File: src/rtl/spi_master.sv
// SPI master, CPHA=0, MSB first, SCLK derived from clk by p_clk_div.
// Ports: clk/rst, ip_data_out/ip_data_count/i_start in; op_data_in/o_data_valid/o_busy out;
// or_sclk/or_mosi/or_cs_n/i_miso are the SPI pins.
module spi_master #(
  parameter int p_data_buffer_length  = 32,
  parameter int p_width_buffer_length = $clog2(p_data_buffer_length) + 1,
  parameter bit p_cpol                = 1'b0,
  parameter int p_clk_div             = 4
) (
  input  logic                             clk,
  input  logic                             rst,
  input  logic [p_data_buffer_length-1:0]  ip_data_out,
  input  logic [p_width_buffer_length-1:0] ip_data_count,
  input  logic                             i_start,
  output logic [p_data_buffer_length-1:0]  op_data_in,
  output logic                             o_data_valid,
  output logic                             o_busy,
  output logic                             or_sclk,
  output logic                             or_mosi,
  output logic                             or_cs_n,
  input  logic                             i_miso
);

  localparam int DW   = p_data_buffer_length;
  localparam int CW   = p_width_buffer_length;
  localparam int DIVW = $clog2(p_clk_div);

  localparam logic [CW-1:0]   NMAX    = CW'(DW);
  localparam logic [DIVW-1:0] DIV_MAX = DIVW'(p_clk_div - 1);

  typedef enum logic [2:0] {
    S_IDLE,
    S_LEAD,
    S_SHIFT,
    S_TRAIL,
    S_DONE
  } state_t;

  state_t          state;
  logic [DIVW-1:0] div_cnt;
  logic [DW-1:0]   tx_sr;
  logic [DW-1:0]   rx_sr;
  logic [CW-1:0]   n_bits;
  logic [CW-1:0]   bit_cnt;

  logic            tick;
  logic            trailing;
  logic [CW-1:0]   n_req;
  logic [DW-1:0]   tx_load;
  logic [DW-1:0]   rx_mask;

  always_comb begin
    tick     = (div_cnt == '0);
    // sclk currently away from idle: the next toggle returns it to idle
    trailing = (or_sclk != p_cpol);
    n_req    = (ip_data_count > NMAX) ? NMAX : ip_data_count;
    // left-align the used bits so MOSI always comes from the MSB
    tx_load  = ip_data_out << (NMAX - n_req);
    rx_mask  = {DW{1'b1}} >> (NMAX - n_bits);
  end

  always_ff @(posedge clk or negedge rst) begin
    if (!rst) begin
      state        <= S_IDLE;
      div_cnt      <= DIV_MAX;
      tx_sr        <= '0;
      rx_sr        <= '0;
      n_bits       <= '0;
      bit_cnt      <= '0;
      op_data_in   <= '0;
      o_data_valid <= 1'b0;
      o_busy       <= 1'b0;
      or_sclk      <= p_cpol;
      or_mosi      <= 1'b0;
      or_cs_n      <= 1'b1;
    end else begin
      o_data_valid <= 1'b0;
      unique case (state)
        S_IDLE: begin
          div_cnt <= DIV_MAX;
          if (i_start && (ip_data_count != '0)) begin
            tx_sr   <= tx_load;
            rx_sr   <= '0;
            n_bits  <= n_req;
            bit_cnt <= n_req;
            or_cs_n <= 1'b0;
            or_mosi <= tx_load[DW-1];
            o_busy  <= 1'b1;
            state   <= S_LEAD;
          end
        end
        S_LEAD: begin
          if (tick) begin
            div_cnt <= DIV_MAX;
            state   <= S_SHIFT;
          end else begin
            div_cnt <= div_cnt - 1'b1;
          end
        end
        S_SHIFT: begin
          if (tick) begin
            div_cnt <= DIV_MAX;
            or_sclk <= ~or_sclk;
            if (trailing) begin
              // miso is taken in the same cycle the edge is issued
              rx_sr   <= {rx_sr[DW-2:0], i_miso};
              tx_sr   <= tx_sr << 1;
              or_mosi <= tx_sr[DW-2];
              bit_cnt <= bit_cnt - 1'b1;
              if (bit_cnt == CW'(1)) begin
                state <= S_TRAIL;
              end
            end
          end else begin
            div_cnt <= div_cnt - 1'b1;
          end
        end
        S_TRAIL: begin
          if (tick) begin
            div_cnt <= DIV_MAX;
            o_busy  <= 1'b0;
            or_cs_n <= 1'b1;
            or_mosi <= 1'b0;
            state   <= S_DONE;
          end else begin
            div_cnt <= div_cnt - 1'b1;
          end
        end
        S_DONE: begin
          div_cnt      <= DIV_MAX;
          op_data_in   <= rx_sr & rx_mask;
          o_data_valid <= 1'b1;
          state        <= S_IDLE;
        end
        default: begin
          state <= S_IDLE;
        end
      endcase
    end
  end

endmodule

File: config.mk
export PLATFORM = sky130hd
export DESIGN_NAME = spi_master
export DESIGN_NICKNAME = d
export VERILOG_FILES = /design/src/rtl/spi_master.sv
export SDC_FILE = /design/constraint.sdc
export NUM_CORES = 1
export LEC_CHECK = 0
export ABC_AREA = 1
export ABC_CLOCK_PERIOD_IN_PS = 3850
export CAP_MARGIN = 20
export CORE_MARGIN = 2
export CORE_UTILIZATION = 50
export DETAILED_ROUTE_END_ITERATION = 8
export GPL_ROUTABILITY_DRIVEN = 0
export PLACE_DENSITY = 0.71
export SYNTH_ARGS = -nofsm -noshare
export SYNTH_HDL_FRONTEND = slang
export SYNTH_SLANG_ARGS = --single-unit
File: constraint.sdc
create_clock -name clk -period 3.85 [get_ports clk]
set_input_delay 0.5775 -clock clk [delete_from_list [all_inputs] [get_ports clk]]
set_output_delay 0.5775 -clock clk [all_outputs]
set_load 0.01 [all_outputs]
==> run_results.csv <==
group,metric,value,unit
sta,finalSetupTns,0,ps
floorplan,die-area,15700,sq um
grt,grt_first_pass_wirelength,32.9,mm
floorplan,fp.dieH,125,um
grt,grt_usage,0.258,
clock_tree,cts_setup_buffers,0,
sta,relSlewSlack,0.549,
sta,fin_skew,9.49,ps
floorplan,core_area,14500,sq um
cells_and_area,syn2layout_area_growth,19.3,%
critical_path,required,4190,ps
floorplan,io_pins,79,
critical_path,slowest_stage,"clkdlybuf4s50_1",
synth,synth_top_area_frac,0.388,
synth,syn_inst,1017,
clock_tree,clock_latency,420,ps
worst_hold_path,min_path_type,"input pin to async pin",
clock_tree,cts_resized,0,
clock_tree,holdBufCountCts,0,
sta,setup_viol_count_final,0,
critical_path,critPathKind,"input pin to register",
placed_design,dpl.hpwl,13.7,mm
clock_tree,clkSinkCount,117,
floorplan,fp-row-count,44,
clock_tree,htree_levels,4,
synth,syn_area,7360,sq um
synth,yosysTopAreaCell,"dfrtp_1",
drt,route.detailed.drc,0,
power_and_ir_drop,leakagePower,4.18,nW
critical_path,worstSetupStartpointType,"input pin",
synth,ys_types,38,
critical_path,critPathArrivalTime,3260,ps
drt,drt_pass1_iterations,9,
clock_tree,cts_tree,"yes",
cells_and_area,stdcell_count,1263,
cells_and_area,final_cell_mix,"254 x nand2_1, 208 x nand3_1, 114 x dfrtp_1",
critical_path,crit_buf_inv,4,
critical_path,crit_family,"buffers and inverters",
sta,fmax,342,MHz
grt,grt_start_max_net_pins,70,
run_status,outcome,"complete, no violations",
critical_path,slowest_delay,550,ps
placed_design,dp_cells,1231,
floorplan,initial_core_util,0.508,
synth,syn_nets,1067,
synth,yosysSeqAreaShare,0.398,
drt,ant_nets,0,
synth,synth_warnings,0,
cells_and_area,layout.area.seq,2930,sq um
sta,finalHoldViolCount,0,
cells_and_area,layout_commonest_cell,"nand2_1",
critical_path,worst_setup_path_end_kind,"register",
synth,avgSynthCellArea,7.24,sq um
clock_tree,cts-root-buf,"clkbuf_16",
critical_path,crit_top_cell,"nand2_1",
cells_and_area,final_net_count,1116,
sta,layout_worst_path_cycle_share,0.759,
cells_and_area,nFillCells,1362,
clock_tree,path_clk_slew,60,ps
power_and_ir_drop,peakVddDrop,0.443,mV
placed_design,io_buffers,78,
sta,rsz0062_at_grt,"no",
sta,tightest_slew,676,ps
floorplan,die_width,125,um
flow_run,cap_violations,0,
clock_tree,clock_path_buffers,2,
sta,report.final.slew_viol_count,0,
drt,routed_wl,19.5,mm
clock_tree,cts_buffers,17,
drt,wl_per_cell,15.4,um
drt,via_per_inst,5.76,
drt,drtIter0Drc,700,
grt,antenna_found_initial,0,
critical_path,path_cells,"clkdlybuf4s50_1 > inv_2 > nand2_4 > ha_1 > inv_1 > nand3_1 > nand2_2 > inv_2 > nand3_1 > nand2_1 > nand2_1 > a21oi_1 > nand2_1 > a21boi_1",
synth,yosys_register_bits,117,
cells_and_area,drive_gt1_frac,0.0834,
power_and_ir_drop,power.density,693,nW/um^2
sta,layout_min_cycle_time,2920,ps
drt,vias,7273,
cells_and_area,insertedDiodeCount,0,
critical_path,cp_max_fo,36,
cells_and_area,multiInputGateArea,3720,sq um
grt,grt-ovfl-total,0,
synth,synth_area_leaders,"dfrtp_1 39%, nand3_1 14%, nand2_1 13%, o21ai_0 6.5%, inv_1 4.4%",
grt,grt_pass1_vias,6678,
## worst reg2reg max path, stage by stage, from the launching register on
cell      delay [ps]
dfrtp_1          450
nor2_2            70
nand2_2           90
buf_4            310
or2_1            230
nand3b_4         260
inv_2            610
buf_4            360
nand3_1          100
o21ai_0           90
## flip-flops by register name, summed over array words and instances, names as in the netlist
register      flops
bit_cnt           6
or_mosi           1
o_data_valid      1
div_cnt           2
o_busy            1
or_sclk           1
n_bits            6
tx_sr            31
rx_sr            32
op_data_in       32
state             3
or_cs_n           1
## cell families after synthesis
logic type                 count (synthesis)  synth area share
AOI/OAI and AO/OA                        206             0.165
xor gates and xnor gates                   5           0.00697
adders and majority gates                  8            0.0136
buffers and inverters                    157            0.0959
DFF                                      117             0.398
and+or+nand+nor                          524             0.320
## synthesized netlist by cell type (all sizes together)
library cell	count
a211oi	1
a21boi	7
a21oi	48
a2bb2oi	15
a31oi	1
and2	1
buf	40
clkbuf	25
clkinv	1
dfrtp	114
dfstp	3
ha	8
inv	91
nand2	261
nand3	210
nand3b	1
nand4	5
nor2	29
o2111ai	8
o211ai	11
o21ai	98
o31ai	17
or2	17
xnor2	1
xor2	4
## routing by layer
| layer | vias to the layer above | track usage | routed length [um] |
|---|---|---|---|
| li1 | 3534 | - | - |
| met2 | 243 | 0.395 | 8980 |
| met5 | - | 0 | 0 |
| met3 | 34 | 0.0676 | 1110 |
| met1 | 3462 | 0.364 | 9020 |
| met4 | 0 | 0.0732 | 383 |
## layout make-up
type	instances	share of cell area
multi-input combinational	743	0.424
clock inverter	15	0.0234
tap	184	0.0262
clock buffer	17	0.0485
sequential	117	0.334
inverter	92	0.0393
timing repair buffer	95	0.105
## where the power goes
part,internal (mW),switching [mW]
sequential,1.56,0.169
clock,1.09,0.599
combinational,0.932,1.74
## per-stage QoR
stage	hold slack (ps)	cell area (sq um)	power (mW)	util	setup WS, ps
finish	174	8780	6.09	0.606	928
floorplan	282	7360	3.67	-	1350
global placement	468	8150	4.33	0.563	608
detailed placement	474	8150	4.37	0.563	539
CTS	190	8780	6.08	0.606	977
global route	219	8780	6.52	0.606	613
## worst paths after layout
check	slack (ps)	end	startpoint	cells after the start
worst min register to register	480	or_sclk$_DFFE_PN0P_	or_sclk$_DFFE_PN0P_	1
worst min-delay path	170	state[2]$_DFFE_PN0P_	rst	1
max in group asynchronous	2880	rx_sr[28]$_DFFE_PN0P_	rst	2
worst max-delay path	930	tx_sr[22]$_DFFE_PN0P_	ip_data_count[5]	14
worst max register to register	1210	rx_sr[8]$_DFFE_PN0P_	state[2]$_DFFE_PN0P_	9
min in group clk	480	or_sclk$_DFFE_PN0P_	or_sclk$_DFFE_PN0P_	1
(Power assumes the default switching activity.)
